===== src/rtl/ifetch_queue.sv =====
// ifetch_queue: instruction-fetch sequencer. Owns the fetch PC, addresses a
// combinational IMEM every cycle and buffers returned words in a small FIFO
// that decode drains through a valid/ready handshake. A redirect pulse from
// execute flushes the FIFO and restarts fetch from a new address.
//
// Ports:
//   clock        rising-edge clock
//   reset        asynchronous active-high reset
//   imem_addr    IMEM byte address (the fetch PC)
//   imem_data    IMEM word for imem_addr, same cycle
//   redirect     one-cycle flush/restart request
//   redirect_pc  restart address (bits [1:0] forced to 0)
//   inst_valid   head entry valid
//   inst         head entry instruction word
//   inst_pc      head entry byte address
//   inst_ready   decode accepts the head entry
//   level        number of occupied entries
module ifetch_queue #(
  parameter logic [31:0] RESET_PC = 32'h0000_0000,
  parameter int unsigned DEPTH    = 4
) (
  input  logic                     clock,
  input  logic                     reset,
  output logic [31:0]              imem_addr,
  input  logic [31:0]              imem_data,
  input  logic                     redirect,
  input  logic [31:0]              redirect_pc,
  output logic                     inst_valid,
  output logic [31:0]              inst,
  output logic [31:0]              inst_pc,
  input  logic                     inst_ready,
  output logic [$clog2(DEPTH):0]   level
);

  localparam int unsigned PTR_W = $clog2(DEPTH);
  localparam int unsigned CNT_W = PTR_W + 1;

  logic [31:0]      r_fetch_pc;
  logic [PTR_W-1:0] r_rd_ptr;
  logic [PTR_W-1:0] r_wr_ptr;
  logic [CNT_W-1:0] r_count;
  logic [31:0]      r_q_pc   [DEPTH];
  logic [31:0]      r_q_word [DEPTH];

  logic             w_pop;
  logic             w_push;
  logic [CNT_W-1:0] w_count_nxt;

  // A full queue still accepts a push when the head leaves on the same edge.
  assign w_pop  = inst_valid & inst_ready;
  assign w_push = !redirect & ((r_count < CNT_W'(DEPTH)) | w_pop);

  // Occupancy update for the non-redirect case.
  always_comb begin
    w_count_nxt = r_count;
    case ({w_push, w_pop})
      2'b10:   w_count_nxt = r_count + CNT_W'(1);
      2'b01:   w_count_nxt = r_count - CNT_W'(1);
      default: w_count_nxt = r_count;
    endcase
  end

  // Control state: redirect wins over push and pop.
  always_ff @(posedge clock or posedge reset) begin
    if (reset) begin
      r_fetch_pc <= {RESET_PC[31:2], 2'b00};
      r_rd_ptr   <= '0;
      r_wr_ptr   <= '0;
      r_count    <= '0;
    end else if (redirect) begin
      r_fetch_pc <= {redirect_pc[31:2], 2'b00};
      r_rd_ptr   <= '0;
      r_wr_ptr   <= '0;
      r_count    <= '0;
    end else begin
      if (w_push) begin
        r_fetch_pc <= r_fetch_pc + 32'd4;
        r_wr_ptr   <= r_wr_ptr + PTR_W'(1);
      end
      if (w_pop) begin
        r_rd_ptr <= r_rd_ptr + PTR_W'(1);
      end
      r_count <= w_count_nxt;
    end
  end

  // Queue storage is not reset; contents are meaningless while count is 0.
  always_ff @(posedge clock) begin
    if (w_push) begin
      r_q_pc[r_wr_ptr]   <= r_fetch_pc;
      r_q_word[r_wr_ptr] <= imem_data;
    end
  end

  assign imem_addr  = r_fetch_pc;
  assign inst_valid = (r_count != '0);
  assign inst       = r_q_word[r_rd_ptr];
  assign inst_pc    = r_q_pc[r_rd_ptr];
  assign level      = r_count;

endmodule


===== config.mk =====
export PLATFORM = sky130hd
export DESIGN_NAME = ifetch_queue
export DESIGN_NICKNAME = d
export VERILOG_FILES = /design/src/rtl/ifetch_queue.sv
export SDC_FILE = /design/constraint.sdc
export NUM_CORES = 1
export LEC_CHECK = 0
export BUFFER_PORTS_ARGS = -buffer_cell sky130_fd_sc_hd__buf_2
export CAP_MARGIN = 20
export CORE_MARGIN = 2
export CORE_UTILIZATION = 40
export DETAILED_ROUTE_END_ITERATION = 10
export PLACE_DENSITY = 0.69
export SLEW_MARGIN = 20
export SYNTH_ARGS = -nofsm -noshare
export SYNTH_HDL_FRONTEND = slang
export SYNTH_SLANG_ARGS = --single-unit
export TNS_END_PERCENT = 5

===== constraint.sdc =====
create_clock -name clock -period 6 [get_ports clock]
set_clock_uncertainty 0.15 [all_clocks]
set_input_delay 0.9 -clock clock [delete_from_list [all_inputs] [get_ports clock]]
set_output_delay 0.9 -clock clock [all_outputs]
set_load 0.05 [all_outputs]

# --- After elaboration in Yosys (flattened, before gate mapping) ---
# Memory sizes are Yosys's and may differ from the RTL's.
# Index checks and enable logic that the tools add are counted.
word_totals:
  regBits: 39
  mem_bits_rw: 256
  in_bits: 68
  output_inout_bits: 100
  word_cells: 32
  memories: 2
op_classes:
  n_addsub: 5
  n_lt_le_gt_ge: 1
  n_eq_ne: 2
  mux: 10
  n_bitwise: 3
  reduce_logical: 5
mem_list:
  columns: ["name", "depth", "width", "rd", "rd_clocked_by_memory_dff", "write_ports", "line_no", "rtl"]
  rows:
  - ["r_q_pc", 4, 32, 1, 0, 1, "42", "logic [31:0] r_q_pc [DEPTH];"]
  - ["r_q_word", 4, 32, 1, 0, 1, "43", "logic [31:0] r_q_word [DEPTH];"]
ops:
  columns: ["cell", "n"]
  rows:
  - ["two-way mux 32 bit", 2]
  - ["adder 32 x 3 -> 32 bit, second input constant", 1]
  - ["two-way mux 2 bit", 4]
  - ["one-hot mux 3 bit (2 select lines)", 1]
  - ["nonzero test 3 bit", 2]
  - ["adder 2 x 1 -> 2 bit, second input constant", 2]
  - ["nonzero test 2 bit", 2]
  - ["adder 3 x 1 -> 3 bit, second input constant", 1]
  - ["less-than comparator 3 bit, second input constant", 1]
  - ["two-way mux 3 bit", 1]
  - ["subtractor 3 x 1 -> 3 bit, second input constant", 1]
  - ["bitwise AND 1 bit", 2]
  - ["equality test 2 x 1 -> 1 bit, second input constant", 1]
  - ["equality test 2 bit, second input constant", 1]
  - ["two-way mux 1 bit", 2]
  - ["zero test 1 bit", 1]
  - ["bitwise OR 1 bit", 1]

# --- Depth between registers and ports, before layout ---
depth:
  ltp_word: 7
  depth_mapped: 7
  mapped_depth_nobuf: 6

# --- Least setup slack after synthesis ---
# Ideal clock, no wire load.
synth_timing:
  kind: "input to register"
  start: "in inst_ready"
  end: "mem r_q_pc[0][10] (enable)"
  setup_ps: 427
  arrival_time_ps: 2969
  required_time_ps: 5423
  setup_slack_ps: 2454
  stages: 4
  path_buffers: 2
  path_cell_list: "nand2b_1 buf_6 clkbuf_1 and3_1"
synth_via:
  elab_chain_cells: 5
synth_rtl:
  columns: ["item", "line_no", "rtl"]
  rows:
  - ["start: declaration", "31", "input logic inst_ready,"]
  - ["bitwise AND 1 bit", "50", "assign w_pop = inst_valid & inst_ready;"]
  - ["bitwise OR 1 bit", "51", "assign w_push = !redirect & ((r_count < CNT_W'(DEPTH)) | w_pop);"]
  - ["bitwise AND 1 bit", "51", null]
  - ["two-way mux 1 bit", "89", "if (w_push) begin"]
  - ["two-way mux 1 bit (not written as such)", "90", "r_q_pc[r_wr_ptr] <= r_fetch_pc;"]
  - ["end: declaration", "42", null]
# No other way between the ends.

# --- Final worst setup path ---
layout_timing:
  start: "reg r_rd_ptr[0]"
  end: "out inst_pc[17]"
layout_via:
  elab_chain_cells: 1
layout_rtl:
  columns: ["item", "line_no", "rtl"]
  rows:
  - ["start: declaration", "39", "logic [PTR_W-1:0] r_rd_ptr;"]
  - ["start signal: assignment", "81", "r_rd_ptr <= r_rd_ptr + PTR_W'(1);"]
  - ["memory (4 x 32 bit)", null, null]
  - ["end: declaration", "30", "output logic [31:0] inst_pc,"]
# No other way between the ends.

==> flow_summary.ini <==
[layout]
diodes = 0
finalNonFillerCells = 1161
mostFrequentLayoutCells = edfxtp_1, buf_2, mux4_2
layout_commonest_cell = edfxtp_1
drive_gt1_share_pct = 36.1
areaGrowthSynthToFinish_pct = 18.5
design_area_um2 = 13300
n_fill_cell = 2400
nets = 834

[sta]
period_minus_slack_ns = 3.70
finalHoldViolations = 0
drv_slew = 0
fin_ws_ns = 2.30
rsz0062_at_grt = no
timing.slew.headroom_pct = 30.4
tightest_slew_ns = 1.04
setup_tns_ns = 0
finalSetupViolations = 0
fmax_mhz = 270
fin_crit_sh_pct = 61.7

[synth]
avgSynthCellArea_um2 = 18.9
yosys.area.top_type_share_pct = 66.1
synth_top_area_cell = edfxtp_1
yosys-top-cells-area = edfxtp_1, mux4_2, dfrtp_1
ys_seq_area_share_pct = 74.4
synth-edff-count = 248
ys_ff_latch = 285
synth_warnings = 0
synth_ff_type = edfxtp_1
synth.distinct_cells = 46
synth_area_um2 = 11300
async_reset_ff_share_pct = 13.0
synth_cells = 595

[setup_path]
reg2reg_depth = 2
r2r-start = level[2]
slowest_stage = dfrtp_4
path_class = reg2out
crit_required_ns = 4.95
startpoint = r_rd_ptr[0]
cp-end-kind = output pin
worst-r2r-setup-slack_ns = 3.42
worst_ep_arrival_time_ns = 2.65
crit_chain = buf_4 -> mux4_2 -> buf_2
r2r_end = r_q_word[0][4]
cp_max_fo = 29
cp-start-kind = flip-flop
slowest_delay_ns = 0.70

[worst_hold_path]
hold_path_class = in2async

[grt]
grt_max_degree = 64
overflow = 0
antenna_found_initial = 0
grt_usage_pct = 16.1
grt_pass1_wl_mm = 36.1
grt_pass1_vias = 6169

[place]
hpwlAfterDp_mm = 13.9
pre_cts_slack_ns = 2.73
dp_cells = 1107
portBuffers = 161
gp_congestion = 0.768
postPlaceCellArea_um2 = 12400

[job]
cap_violations = 0

[floorplan]
start_util_pct = 40.5
die_area_um2 = 29500
die_h_um = 172
core_um2 = 27800
io_pins = 168
die_w_um = 172
placementRows = 61

[routing]
drc = 0
vias = 6142
dr.pass1.iters = 5
post_drt_wl_per_cell_um = 20.6
drtIter0Drc = 481
wirelength_mm = 23.9
viasPerCell = 5.29
ant_nets = 0

[power]
p_leak_nw = 4.59
total_power_mw = 5.91
peakVddDrop_mv = 0.240
p_per_area_nw_per_um2 = 443

[cts]
clkLatencyLatePin_ns = 0.54
root_buffer = clkbuf_16
cts_resized = 0
cts.sinks = 285
cts_buffers = 29
htree_levels = 1
clock_path_buffers = 3
cts_tree = yes
clkTransAtPathRegs_ns = 0.06
cts_hold_buf = 0
cts_setup_buffers = 0

[status]
status = completed
[final cells by class]
cell class | instances | area [µm²] | share of cell area [%]
clock buffers | 37 | 756 | 5.66
multi-input cells | 268 | 2690 | 20.1
well taps | 378 | 473 | 3.54
flip-flops and latches | 285 | 8380 | 62.8
inverters | 10 | 37.5 | 0.281
clock inverters | 17 | 170 | 1.27
repair buffers | 166 | 843 | 6.32
[synthesized netlist by cell type, types with 9 or more instances]
library cell,n
a31oi_1,13
clkbuf_1,19
dfrtp_1,37
edfxtp_1,248
inv_1,10
mux4_2,62
nand2_1,24
nand3_1,17
nand4_1,16
nor2_1,25
o21ai_0,14
o31ai_1,15
or4_1,10
xor2_1,9
[flip-flops by register name (all words and copies together), names as in the netlist]
name       flops
level          3
r_q_pc       120
imem_addr     30
r_q_word     128
r_wr_ptr       2
r_rd_ptr       2
[layer usage]
| layer | global-route usage, % | wire length (µm) | vias to the layer above |
|---|---|---|---|
| met5 | 0 | 0 | - |
| met4 | 3.54 | 376 | 0 |
| met3 | 4.14 | 1740 | 30 |
| met2 | 25.4 | 11000 | 192 |
| met1 | 22.5 | 10800 | 3169 |
| li1 | - | - | 2751 |
[how the worst max path moves through the flow]
stage,to,slack (ns),cells past startpoint
6_report,inst_pc[17],2.30,3
5_1_grt,inst_pc[13],2.06,3
4_1_cts,inst_pc[17],2.18,3
3_5_place_dp,r_q_word[0][15],2.73,3
3_3_place_gp,r_q_word[1][7],2.76,3
2_1_floorplan,r_q_pc[0][10],2.45,4
[worst max-delay path: cells and delay by family (launching register included)]
family | cells | cell delay, ns
mux | 1 | 0.58
buf+inv | 2 | 0.82
flops | 1 | 0.70
[power breakdown]
| part | leakage [nW] | switching [mW] | internal [mW] |
|---|---|---|---|
| combinational | 1.44 | 1.11 | 0.469 |
| clock | 0.445 | 0.729 | 1.02 |
| sequential | 2.71 | 0.171 | 2.41 |
| total | 4.59 | 2.01 | 3.90 |
[through the flow]
stage                     utilization (%)  hold slack, ns
after floorplan                         -           0.388
after global placement               44.7           0.406
after detailed placement             44.7           0.418
after CTS                            48.0           0.319
after global routing                 48.0           0.346
final                                48.0           0.323
[cell families (layout without fill, tap and decap cells)]
family                   Yosys count  in the layout  synth area share (%)
flip-flops                       285            285                  74.4
AND/OR/NAND/NOR                  128            128                  6.21
multiplexers                      63             63                  12.5
AO/OA/AOI/OAI                     56             56                  3.26
buffers and inverters             45            230                  2.06
XOR/XNOR                          11             11                 0.856
adder cells (fa/ha/maj)            6              6                 0.733
other                              1              4                0.0333
Note: power is estimated with default switching activity, not from simulation.
